<file path="config.mk">
export PLATFORM = sky130hd
export DESIGN_NAME = shift_deserializer_flat
export DESIGN_NICKNAME = d
export VERILOG_FILES = /design/src/rtl/shift_pkg.sv /design/src/rtl/shift_deserializer_if.sv /design/src/rtl/shift_deserializer.sv /design/src/flat_wrapper.sv
export SDC_FILE = /design/constraint.sdc
export NUM_CORES = 1
export LEC_CHECK = 0
export ABC_CLOCK_PERIOD_IN_PS = 1550
export BUFFER_PORTS_ARGS = -buffer_cell sky130_fd_sc_hd__clkbuf_2
export CAP_MARGIN = 0
export CORE_UTILIZATION = 25
export CTS_CLUSTER_DIAMETER = 60
export DETAILED_ROUTE_END_ITERATION = 6
export GPL_TIMING_DRIVEN = 0
export PLACE_DENSITY = 0.49
export SLEW_MARGIN = 10
export SYNTH_ARGS = -nofsm -noshare
export SYNTH_HDL_FRONTEND = slang
export SYNTH_SLANG_ARGS = --single-unit
</file>
<file path="constraint.sdc">
create_clock -name Clk -period 1.55 [get_ports Clk]
set_clock_uncertainty 0.05 [all_clocks]
set_input_delay 0.3875 -clock Clk [delete_from_list [all_inputs] [get_ports Clk]]
set_output_delay 0.3875 -clock Clk [all_outputs]
set_load 0.05 [all_outputs]
</file>
<file path="src/rtl/shift_pkg.sv">
// Shared definitions for the universal shift-register path: FSM states and
// the direction encoding used by both the shift-register control and the deserializer.
package shift_pkg;

    typedef enum logic [0:0] {
        IDLE  = 1'b0,
        SHIFT = 1'b1
    } state_e;

    localparam logic DIR_MSB_FIRST = 1'b0;
    localparam logic DIR_LSB_FIRST = 1'b1;

endpackage

</file>
<file path="src/rtl/shift_deserializer_if.sv">
// Serial-in / parallel-out handshake bundle between a bit source/word consumer
// (master) and the deserializer (slave).
interface shift_deserializer_if #(
    parameter int unsigned WIDTH = 8
);
    logic             Start;
    logic             Dir;
    logic             Bit_In;
    logic             Bit_Valid;
    logic             Data_Ack;
    logic [WIDTH-1:0] Data_Out;
    logic             Data_Valid;
    logic             Busy;
    logic             Overrun;

    modport master (
        output Start, Dir, Bit_In, Bit_Valid, Data_Ack,
        input  Data_Out, Data_Valid, Busy, Overrun
    );

    modport slave (
        input  Start, Dir, Bit_In, Bit_Valid, Data_Ack,
        output Data_Out, Data_Valid, Busy, Overrun
    );
endinterface

</file>
<file path="src/rtl/shift_deserializer.sv">
// Serial-to-parallel capture: assembles WIDTH bits shifted in either direction
// into a word, presented with a level valid/ack handshake and sticky overrun.
module shift_deserializer
    import shift_pkg::*;
#(
    parameter  int unsigned WIDTH = 8,
    localparam int unsigned CNT_W = $clog2(WIDTH)
) (
    input logic                 Clk,
    input logic                 Reset,
    shift_deserializer_if.slave bus
);

    localparam logic [0:0] S_IDLE  = 1'(IDLE);
    localparam logic [0:0] S_SHIFT = 1'(SHIFT);
    localparam logic [CNT_W-1:0] CNT_LAST = CNT_W'(WIDTH - 1);

    logic [0:0]       state_q, state_n;
    logic [CNT_W-1:0] cnt_q, cnt_n;
    logic [WIDTH-1:0] sreg_q, sreg_n;
    logic             dir_q, dir_n;
    logic [WIDTH-1:0] data_q, data_n;
    logic             valid_q, valid_n;
    logic             busy_q, busy_n;
    logic             overrun_q, overrun_n;
    logic [WIDTH-1:0] word_c;

    // Register file for FSM, datapath and all outputs.
    always_ff @(posedge Clk or negedge Reset) begin
        if (!Reset) begin
            state_q   <= S_IDLE;
            cnt_q     <= '0;
            sreg_q    <= '0;
            dir_q     <= DIR_MSB_FIRST;
            data_q    <= '0;
            valid_q   <= 1'b0;
            busy_q    <= 1'b0;
            overrun_q <= 1'b0;
        end else begin
            state_q   <= state_n;
            cnt_q     <= cnt_n;
            sreg_q    <= sreg_n;
            dir_q     <= dir_n;
            data_q    <= data_n;
            valid_q   <= valid_n;
            busy_q    <= busy_n;
            overrun_q <= overrun_n;
        end
    end

    // Next-state, datapath and output decode.
    always_comb begin
        state_n   = state_q;
        cnt_n     = cnt_q;
        sreg_n    = sreg_q;
        dir_n     = dir_q;
        data_n    = data_q;
        valid_n   = valid_q;
        overrun_n = overrun_q;

        word_c = (dir_q == DIR_LSB_FIRST) ? {bus.Bit_In, sreg_q[WIDTH-1:1]}
                                          : {sreg_q[WIDTH-2:0], bus.Bit_In};

        if (valid_q && bus.Data_Ack) begin
            valid_n = 1'b0;
        end

        // Start restarts from either state and beats a same-cycle completion.
        if (bus.Start) begin
            dir_n     = bus.Dir;
            sreg_n    = '0;
            cnt_n     = '0;
            overrun_n = 1'b0;
            state_n   = S_SHIFT;
        end else if (state_q == S_SHIFT && bus.Bit_Valid) begin
            if (cnt_q == CNT_LAST) begin
                data_n  = word_c;
                valid_n = 1'b1;
                if (valid_q && !bus.Data_Ack) begin
                    overrun_n = 1'b1;
                end
                sreg_n  = word_c;
                cnt_n   = '0;
                state_n = S_IDLE;
            end else begin
                sreg_n = word_c;
                cnt_n  = cnt_q + CNT_W'(1);
            end
        end

        busy_n = (state_n == S_SHIFT);
    end

    assign bus.Data_Out   = data_q;
    assign bus.Data_Valid = valid_q;
    assign bus.Busy       = busy_q;
    assign bus.Overrun    = overrun_q;

endmodule

</file>
<file path="src/flat_wrapper.sv">
// flat-port wrapper written by rule: the top's interface ports become plain ports
module shift_deserializer_flat import shift_pkg::*;
#(
    parameter  int unsigned WIDTH = 8,
    localparam int unsigned CNT_W = $clog2(WIDTH)
)
  (Clk, Reset, bus_Start, bus_Dir, bus_Bit_In, bus_Bit_Valid, bus_Data_Ack, bus_Data_Out, bus_Data_Valid, bus_Busy, bus_Overrun);
  shift_deserializer_if #(.WIDTH(WIDTH)) bus_i ();
  input logic Clk;
  input logic Reset;
  input wire logic [$bits(bus_i.Start)-1:0] bus_Start;
  input wire logic [$bits(bus_i.Dir)-1:0] bus_Dir;
  input wire logic [$bits(bus_i.Bit_In)-1:0] bus_Bit_In;
  input wire logic [$bits(bus_i.Bit_Valid)-1:0] bus_Bit_Valid;
  input wire logic [$bits(bus_i.Data_Ack)-1:0] bus_Data_Ack;
  output wire logic [$bits(bus_i.Data_Out)-1:0] bus_Data_Out;
  output wire logic [$bits(bus_i.Data_Valid)-1:0] bus_Data_Valid;
  output wire logic [$bits(bus_i.Busy)-1:0] bus_Busy;
  output wire logic [$bits(bus_i.Overrun)-1:0] bus_Overrun;
  assign bus_i.Start = bus_Start;
  assign bus_i.Dir = bus_Dir;
  assign bus_i.Bit_In = bus_Bit_In;
  assign bus_i.Bit_Valid = bus_Bit_Valid;
  assign bus_i.Data_Ack = bus_Data_Ack;
  assign bus_Data_Out = bus_i.Data_Out;
  assign bus_Data_Valid = bus_i.Data_Valid;
  assign bus_Busy = bus_i.Busy;
  assign bus_Overrun = bus_i.Overrun;
  shift_deserializer #(.WIDTH(WIDTH)) u_core (.Clk(Clk), .Reset(Reset), .bus(bus_i));
endmodule
</file>
**Word-level counts from Yosys, hierarchy flattened**

Cells that the tools add are included.

- Add/subtract/negate cells: 1
- Equal/unequal tests: 1
- Mux-type cells: 17
- Bitwise logic cells: 1
- Reduce and logical (&&, ||, !) cells: 10

Operators by type and width:

| kind | number |
|---|---|
| two-way mux 8 bit | 3 |
| two-way mux 1 bit | 11 |
| two-way mux 3 bit | 3 |
| AND reduction 3 bit | 2 |
| nonzero test 2 bit | 3 |
| adder 3 x 1 -> 3 bit, second input constant | 1 |
| == test 3 bit, second input constant | 1 |
| logical AND 1 bit | 3 |
| AND reduction 2 bit | 1 |
| zero test 1 bit | 1 |
| inverter 1 bit | 1 |

- Register bits after elaboration: 23
- Input bits: 7
- Output and inout port bits: 11
- Logic and storage cells: 37

**Logic depth before layout (Yosys ltp)**

Gate-level depths: netlist (run 1).

- Depth in word-level cells: 6
- Mapped depth: 5
- Gate-level depth less buffers: 4

**Worst setup path after synthesis (run 1)**

No wires, ideal clock.

- Path kind: reg-to-reg
- Start point: reg u_core.cnt_q[0]
- End point: reg u_core.data_q[3] (netlist: u_core.bus.Data_Out[3])
- Library setup time: 0.125 ns
- Arrival time: 1.374 ns
- Required time: 1.375 ns
- Slack: 0.001 ns
- Cell stages (with the launch flop): 6
- Path buffers: 1
- Period minus slack after synthesis: 1.549 ns
- Path through: dfrtp_1 -> ha_1 -> ha_1 -> and4b_1 -> buf_6 -> mux2_4

- Longest elaborated chain between the ends: 2

Ends and longest elaborated chain:

| what | line | source |
|---|---|---|
| from (decl) | shift_deserializer.sv:19 | `logic [CNT_W-1:0] cnt_q, cnt_n;` |
| from (signal assigned) | shift_deserializer.sv:41 | `cnt_q <= cnt_n;` |
| == test 3 bit | shift_deserializer.sv:76 | `if (cnt_q == CNT_LAST) begin` |
| AND reduction 3 bit (no line) | n/a |  |
| to (signal assigned) | shift_deserializer.sv:44 | `data_q <= data_n;` |
| to (decl) | shift_deserializer.sv:22 | `logic [WIDTH-1:0] data_q, data_n;` |

No other way between the ends.
A chain may end at the register's enable or synchronous reset.

**Final worst setup path (run 1)**

- Start point: reg u_core.cnt_q[0]
- End point: reg u_core.data_q[7] (netlist: u_core.bus.Data_Out[7])

The elaborated chain is that of the path after synthesis.

==> flow_summary.yaml, run 1 <==
outcome:
  status: "finished clean"
sta:
  max_freq_ghz: 0.661
  final_hold_viol_count: 0
  setup_viol: 0
  worst_pin_slew_ns: 0.581
  maxSlewViolCount: 0
  post-route-min-period_ns: 1.51
  fin_tns_setup_ns: 0
  slew_headroom_pct: 61.3
  timing.final.crit_share_pct: 97.6
synth:
  ys_seq_area_share_pct: 56.8
  yosys.area.top_type: "dfrtp_1"
  syn_inst: 72
  synth_nets: 81
  syn_area_um2: 1010
  synth_edf_count: 0
  yosys_warnings: 0
  synth.most_common_cell: "dfrtp_1"
  synth_async_sr_flop_share_pct: 100
  synth.distinct_cells: 20
  netlist_top_cells_count: "23 x dfrtp_1, 8 x a22o_1, 6 x mux2_2, 6 x mux2i_1"
  synthTopCellsByArea: "dfrtp_1 57%, mux2_4 7.4%, a22o_1 6.9%"
  synth-main-ff-cell: "dfrtp_1"
  postSynthAreaPerCell_um2: 14.1
  synth_top_cell_area_share_pct: 56.8
  ys_ff_latch: 23
die:
  dieWidth_um: 65.7
  die_area_um2: 4310
  rows: 22
  ios: 18
  die_h_um: 65.7
  core_area_um2: 3770
  start_util_pct: 26.9
worst_setup_path:
  path_class: "reg -> reg"
  cp_data_required_time_ns: 1.66
  max_stage_delay_ns: 0.40
  slowest_stage: "dfrtp_1"
  critPathTopFamily: "flip-flops"
  endpoint_kind: "flip-flop"
  cp_max_fo: 8
  cp-start-kind: "flip-flop"
  path_buf_inv: 1
  crit_arrival_ns: 1.62
  cp_cell_sequence: "ha_2 > ha_4 > and4b_1 > buf_6 > mux2_4"
final_layout:
  drive_above_1_share_pct: 45.4
  final_nets: 107
  syn2layout_area_growth_pct: 23.3
  antennaDiodeCount: 0
route:
  drt_first_pass_iters: 4
  wl_per_cell_um: 13.3
  viasPerCell: 4.46
  routed_wl_um: 1930
  vias: 647
  ant_nets: 0
  route.detailed.drc: 0
  drtIter0Drc: 11
cts:
  clk_latency_ns: 0.27
  cts_tree: "built"
  postCtsHoldBufs: 0
  htree_levels: 1
  cts_root_buffer: "clkbuf_8"
  cts_made_buffers: 3
  cts.path.max_buffers: 2
  clkSinkCount: 23
  clk_pin_slew_ns: 0.09
run:
  maxCapViolCount: 0
placement:
  dp_hpwl_um: 1330
  place_congestion: 0.660
  port_buffers: 17
grt:
  grt_overflow: 0
  grt_pass1_wl_um: 3390
  grtUsageTotal_pct: 10.6
  antenna_found_initial: 0
  grt_pass1_vias: 689
  grt_max_degree: 24
power:
  leakagePower_nw: 0.615
  ir_drop_mv: 0.686
  finalPower_mw: 1.08
  power_density_nw_per_um2: 863
hold_path:
  hp-class: "in -> async"
==> report_power, final <==
group	switching (mW)	internal (mW)	leakage, nW	total, mW
clock	0.194	0.179	0.0255	0.374
combinational	0.0497	0.0389	0.293	0.0887
sequential	0.00615	0.611	0.296	0.617
==> cells by family (layout without fill, tap and decap cells) <==
logic type,count (synthesis),count (layout),share of synthesized area (%)
simple gates,6,6,4.07
fa+ha+maj,2,2,2.47
buf+inv,9,34,4.44
compound gates,15,15,12.2
mux,17,17,20.0
flops,23,23,56.8
==> per-layer routing <==
layer  global-route usage [%]  wire length [um]  vias to the layer above  share of wire, %
met5                        0                 0                        -                 0
met4                     3.26                17                        0              0.88
met3                     3.65                80                        2               4.1
met2                     17.3               957                       13                50
met1                     13.0               876                      316                45
li1                         -                 -                      316                 -
==> state kept, by name (all words and copies together) (netlist names) <==
register	cells
u_core.cnt_q	3
u_core.sreg_q	8
u_core.state_q	1
u_core.dir_q	1
u_core.bus.Data_Valid	1
u_core.bus.Overrun	1
u_core.bus.Data_Out	8
==> cell usage in the layout (no fill, tap or decap), drive strengths merged <==
| cell | count |
|---|---|
| dfrtp | 23 |
| clkbuf | 20 |
| mux2 | 11 |
| a22o | 8 |
| buf | 8 |
| mux2i | 6 |
| inv | 5 |
| o2bb2ai | 3 |
| ha | 2 |
| nand3b | 1 |
| nand2b | 1 |
| o21ai | 1 |
| a21oi | 1 |
| and3b | 1 |
| nor2 | 1 |
| and4b | 1 |
| o32ai | 1 |
| nand2 | 1 |
| a21o | 1 |
| clkinv | 1 |
==> repair_timing <==
action | in CTS | in global routing
buffers inserted | 3 | 1
gates cloned | 0 | 0
gates resized for setup | 1 | 2
setup endpoints to repair | 5 | 6
==> worst paths after layout <==
check	startpoint	end	slack, ns	cells past startpoint
min in group Clk	bus_Dir	u_core.dir_q$_DFFE_PN0P_	0.31	2
max reg2reg	u_core.cnt_q[0]$_DFFE_PN0N_	u_core.bus.Data_Out[7]$_DFFE_PN0P_	0.04	5
max	u_core.cnt_q[0]$_DFFE_PN0N_	u_core.bus.Data_Out[7]$_DFFE_PN0P_	0.04	5
min reg2reg	u_core.sreg_q[0]$_DFFE_PN0N_	u_core.sreg_q[0]$_DFFE_PN0N_	0.45	1
max in group asynchronous	Reset	u_core.sreg_q[3]$_DFFE_PN0N_	1.01	1
min	Reset	u_core.sreg_q[0]$_DFFE_PN0N_	0.05	1
==> area by class of cell <==
type                            instances  area, um2
Multi-Input combinational cell         40        408
Buffer                                  4       26.3
Clock inverter                          1       5.00
Timing Repair Buffer                   21        115
Inverter                                5       18.8
Tap cell                               48       60.1
Sequential cell                        23        576
Clock buffer                            3       41.3
Fill cell                             374       2520
==> through the flow <==
stage	instances	area [um2]	worst slack, ns	hold WS, ns	util, %
3_5_place_dp	137	1160	-0.0821	0.374	30.7
3_3_place_gp	137	1160	-0.0760	0.370	30.7
5_1_grt	145	1250	-0.00964	0.0978	33.1
4_1_cts	144	1230	0.00743	0.0751	32.6
6_report	145	1250	0.0370	0.0509	33.1
2_1_floorplan	72	1010	0.00107	0.0419	-
Note: power is estimated with default switching activity, not from simulation.
==> inputs of run 2 (changes only) <==
Settings changed: CORE_UTILIZATION 25 to 48, PLACE_DENSITY 0.49 to 0.79.
==> run 2 against run 1 <==
Net effect:
- the flow now finishes with violations (negative hold slack)
- cell count is 14% lower
- hold slack got worse by 0.066 ns
- fmax is 2.1% lower
- first-iteration DRC count decreased by 18%
- critical endpoint is now u_core.bus.Data_Out[6]$_DFFE_PN0P_
- sequential cell count unchanged
- worst setup slack got worse by 0.032 ns
- highest routed layer unchanged
- total power is 9.2% lower
- non-clock buffer count did not move
- critical path depth is the same
- global-route usage rose by 8.1 points
- sequential power is essentially flat
==> flow_summary.yaml, run 2 (synthesis gave the netlist of run 1 again) <==
die:
  rows: 16
  ios: 18
  core_area_um2: 1980
  start_util_pct: 51.1
  dieWidth_um: 48.0
  die_area_um2: 2300
  die_h_um: 48.0
cts:
  cts_made_buffers: 3
  cts.path.max_buffers: 2
  clkSinkCount: 23
  clk_pin_slew_ns: 0.13
  cts_tree: "built"
  clk_latency_ns: 0.31
  htree_levels: 1
  cts_root_buffer: "clkbuf_4"
worst_setup_path:
  cp_cell_sequence: "ha_2 > ha_4 > and4b_1 > buf_6 > mux2_4"
  cp_max_fo: 7
  cp-start-kind: "flip-flop"
  r2r_slack_ns: 0.005
  slowest_stage: "dfrtp_1"
  path_class: "reg -> reg"
  r2r-start: "u_core.cnt_q[1]$_DFFE_PN0N_"
  crit_arrival_ns: 1.70
  max_stage_delay_ns: 0.41
  r2r_end: "u_core.bus.Data_Out[6]$_DFFE_PN0P_"
  cp_data_required_time_ns: 1.70
  endpoint_kind: "flip-flop"
  reg2reg_depth: 5
final_layout:
  regArea_um2: 576
  mostFrequentLayoutCells: "23 x dfrtp_1, 17 x clkbuf_2, 8 x a22o_1"
  drive_above_1_share_pct: 44.3
  n_fill_cell: 174
  final_common_cell: "dfrtp_1"
  syn2layout_area_growth_pct: 19.1
  final_nets: 107
  multiInputGateArea_um2: 408
  antennaDiodeCount: 0
grt:
  grt_max_degree: 24
  grt_overflow: 0
  grtUsageTotal_pct: 18.7
  grt_pass1_wl_um: 2910
  grt_pass1_vias: 679
  antenna_found_initial: 0
route:
  routed_wl_um: 1780
  drt_first_pass_iters: 3
  viasPerCell: 5.35
  route.detailed.drc: 0
  wl_per_cell_um: 14.4
  drtIter0Drc: 9
  ant_nets: 0
  vias: 663
power:
  pwr-share-clk_pct: 28.2
  intPower_mw: 0.748
  power_density_nw_per_um2: 811
  finalPower_mw: 0.979
  p_seq_share_pct: 63.1
  combPwrFrac_pct: 8.7
  p_switching_mw: 0.231
  leakagePower_nw: 0.605
  sw_frac_of_total_pct: 23.6
  ir_drop_mv: 0.622
sta:
  fin_tns_setup_ns: 0
  rsz0062_at_grt: "yes"
  max_freq_ghz: 0.647
  setup_viol: 0
  final_hold_viol_count: 23
  maxSlewViolCount: 0
  worst_pin_slew_ns: 0.550
  slew_headroom_pct: 63.3
  post-route-min-period_ns: 1.55
  timing.final.crit_share_pct: 99.7
  whs_ns: -0.0148
placement:
  dp_hpwl_um: 1220
  place_congestion: 0.735
  port_buffers: 17
run:
  maxCapViolCount: 0
outcome:
  violations: "negative hold slack"
  status: "finished, violations left"
hold_path:
  hp-class: "in -> async"
run 2: changes by cell type in the layout (fill, tap and decap cells not counted):
| cell | change |
|---|---|
| buf_4 | -1 |
| clkbuf_1 | +1 |
| clkbuf_8 | -3 |
| clkbuf_4 | +3 |
| clkinv_2 | -1 |
| buf_6 | +1 |
run 2: power groups by stage:
stage	combinational (mW)	sequential [mW]	clock [mW]
final	0.0856	0.618	0.276
after global routing	0.0948	0.619	0.308
after global placement	0.0782	0.628	0
after detailed placement	0.0811	0.629	0
after CTS	0.0855	0.617	0.286
after floorplan	0.0467	0.630	0
run 2: timing repair:
item	in CTS	in global routing
gates resized for setup	2	2
setup endpoints to repair	5	7
pin swaps	0	1
hold buffers	0	0
setup buffers	4	0
run 2: layout make-up:
class / instances / share of cell area (%)
well taps: 27 / 2.80
clock buffers: 4 / 2.18
multi-input cells: 40 / 33.8
flip-flops and latches: 23 / 47.7
inverters: 5 / 1.55
plain buffers: 4 / 2.18
repair buffers: 21 / 9.84
run 2: how the worst max path moves through the flow:
stage                                            from                            endpoint  slack (ns)  depth (start not counted)
after detailed placement  u_core.cnt_q[0]$_DFFE_PN0N_  u_core.bus.Data_Out[6]$_DFFE_PN0P_       -0.09                          5
final                     u_core.cnt_q[1]$_DFFE_PN0N_  u_core.bus.Data_Out[6]$_DFFE_PN0P_       0.005                          5
after global placement    u_core.cnt_q[0]$_DFFE_PN0N_  u_core.bus.Data_Out[7]$_DFFE_PN0P_       -0.06                          5
after floorplan           u_core.cnt_q[0]$_DFFE_PN0N_  u_core.bus.Data_Out[3]$_DFFE_PN0P_       0.001                          5
after CTS                 u_core.cnt_q[1]$_DFFE_PN0N_  u_core.bus.Data_Out[6]$_DFFE_PN0P_        0.02                          5
after global routing      u_core.cnt_q[1]$_DFFE_PN0N_  u_core.bus.Data_Out[5]$_DFFE_PN0P_       -0.01                          5
run 2: per-layer routing:
metal | vias up | GRT usage, % | routed length (um)
met1 | 334 | 23.9 | 835
li1 | 311 | - | -
met2 | 16 | 31.1 | 868
met5 | - | 0 | 0
met4 | 0 | 5.00 | 12
met3 | 2 | 5.66 | 64
run 2: metrics by stage:
| stage | utilization, % | instances | setup slack, ns | instance area [um2] |
|---|---|---|---|---|
| finish | 60.9 | 124 | 0.00491 | 1210 |
| global route | 60.9 | 124 | -0.0128 | 1210 |
| CTS | 60.2 | 124 | 0.0166 | 1190 |
| detailed placement | 57.1 | 116 | -0.0870 | 1130 |
| global placement | 57.1 | 116 | -0.0590 | 1130 |
| floorplan | - | 72 | 0.00107 | 1010 |
run 2: critical path: cells and delay by family (launching register included):
| kind | cells | cell delay, ns |
|---|---|---|
| adder cells (fa/ha/maj) | 2 | 0.37 |
| multiplexers | 1 | 0.29 |
| AND/OR/NAND/NOR | 1 | 0.17 |
| flip-flops | 1 | 0.41 |
| buffers and inverters | 1 | 0.14 |
==> inputs of run 3 (changes only) <==
Settings changed: REMOVE_ABC_BUFFERS set to 1.
==> run 3 against run 2 <==
Net effect:
- the run now ends clean
- register-to-register slack gained 0.02 ns
- first-iteration DRC count shrank 78%
- sequential power grew 1%
- sequential cell count is the same
- via count shrank 3.3%
- total power shrank 1.3%
- hold slack gained 0.031 ns
- cell count shrank 2.4%
- global-route usage shrank 0.088 points
==> flow_summary.yaml, run 3 (synthesis gave the netlist of run 1 again) <==
die:
  die_area_um2: 2300
  die_h_um: 48.0
  ios: 18
  dieWidth_um: 48.0
  rows: 16
  core_area_um2: 1980
  start_util_pct: 51.1
power:
  leakagePower_nw: 0.588
  p_seq_share_pct: 64.8
  combPwrFrac_pct: 8.0
  pwr-share-clk_pct: 27.2
  finalPower_mw: 0.967
  power_density_nw_per_um2: 808
  sw_frac_of_total_pct: 22.7
  ir_drop_mv: 0.584
  intPower_mw: 0.747
  p_switching_mw: 0.219
grt:
  grt_pass1_wl_um: 2880
  grtUsageTotal_pct: 18.7
  grt_max_degree: 24
  grt_overflow: 0
  use_met1_pct: 23.8
  met3_usage_pct: 3.40
  grt_use_met2_pct: 32.4
  antenna_found_initial: 0
  busiest_layer: "met2"
  grt_pass1_vias: 645
cts:
  clk_latency_ns: 0.30
  clkSinkCount: 23
  cts_tree: "built"
  clk_pin_slew_ns: 0.12
  cts.path.max_buffers: 2
  cts_made_buffers: 3
  cts_root_buffer: "clkbuf_4"
  htree_levels: 1
final_layout:
  final_common_cell: "dfrtp_1"
  syn2layout_area_growth_pct: 18.0
  drive_above_1_share_pct: 44.7
  antennaDiodeCount: 0
  instances_no_fill: 121
  mostFrequentLayoutCells: "23 x dfrtp_1, 17 x clkbuf_2, 8 x a22o_1"
  final_nets: 104
  postLayoutCellArea_um2: 1200
worst_setup_path:
  reg2reg_depth: 4
  cp-start-kind: "flip-flop"
  crit_arrival_ns: 1.67
  cp_data_required_time_ns: 1.69
  path_class: "reg -> reg"
  cp_max_fo: 7
  endpoint_kind: "flip-flop"
sta:
  whs_ns: 0.0162
  post-route-min-period_ns: 1.53
  final_hold_viol_count: 0
  fin_tns_setup_ns: 0
  maxSlewViolCount: 0
  timing.final.crit_share_pct: 98.6
  slew_headroom_pct: 60.6
  setup_viol: 0
  max_freq_ghz: 0.654
  worst_pin_slew_ns: 0.590
placement:
  dp_hpwl_um: 1300
  place_congestion: 0.685
  placed_cell_area_um2: 1110
  dp_cells: 112
  port_buffers: 17
route:
  drtIter0Drc: 2
  drt_first_pass_iters: 3
  wl_per_cell_um: 15.5
  vias: 641
  routed_wl_um: 1870
  viasPerCell: 5.30
  route.detailed.drc: 0
  ant_nets: 0
run:
  maxCapViolCount: 0
hold_path:
  hp-class: "in -> async"
outcome:
  status: "finished clean"
run 3: cell types whose count changed in the layout (fill, tap and decap cells not counted):
cell,delta
a21oi_1,-1
and4b_4,+1
buf_2,-3
buf_6,-1
and4b_1,-1
a21oi_2,+1
buf_4,+1
run 3: final timing paths:
kind                                                    start                                 end  slack, ns
max reg2reg                       u_core.cnt_q[0]$_DFFE_PN0N_  u_core.bus.Data_Out[3]$_DFFE_PN0P_       0.02
min in group Clk                                      bus_Dir            u_core.dir_q$_DFFE_PN0P_       0.28
max in group asynchronous                               Reset        u_core.sreg_q[3]$_DFFE_PN0N_       1.05
min reg2reg                u_core.bus.Data_Out[3]$_DFFE_PN0P_  u_core.bus.Data_Out[3]$_DFFE_PN0P_       0.48
min                                                     Reset  u_core.bus.Data_Out[7]$_DFFE_PN0P_       0.02
max                               u_core.cnt_q[0]$_DFFE_PN0N_  u_core.bus.Data_Out[3]$_DFFE_PN0P_       0.02
run 3: timing repair:
item	in CTS	in global routing
pin swaps	1	0
endpoints found under the hold margin	0	0
setup endpoints to repair	11	8
resized for setup	4	3
setup buffers	4	1
hold buffers	0	0
run 3: cell type report:
type	count	area (um2)
Fill cell	159	786
Tap cell	27	33.8
Inverter	5	18.8
Clock buffer	4	26.3
Timing Repair Buffer	22	126
Sequential cell	23	576
Multi-Input combinational cell	40	415
run 3: power by group through the flow:
stage               Combinational (mW)  Sequential [mW]  Clock, mW
floorplan                       0.0359            0.636          0
global placement                0.0648            0.637          0
detailed placement              0.0686            0.638          0
CTS                             0.0736            0.626      0.279
global route                    0.0854            0.628      0.303
finish                          0.0774            0.627      0.263
run 3: layer usage:
metal	wire length, um	up-vias	share of wire [%]
li1	-	305	-
met1	890	320	48
met2	917	14	49
met3	46	2	2.5
met4	14	0	0.75
met5	0	-	0
run 3: metrics by stage:
| stage | utilization [%] | setup slack [ns] |
|---|---|---|
| 3_5_place_dp | 55.8 | -0.254 |
| 6_report | 60.4 | 0.0210 |
| 3_3_place_gp | 55.8 | -0.235 |
| 2_1_floorplan | - | -0.137 |
| 4_1_cts | 59.2 | 0.0177 |
| 5_1_grt | 60.4 | -0.00771 |
run 3: critical path: stages, from the launching register on:
cell	delay (ns)
dfrtp_1	0.38
ha_2	0.20
ha_4	0.13
and4b_4	0.34
mux2_4	0.32
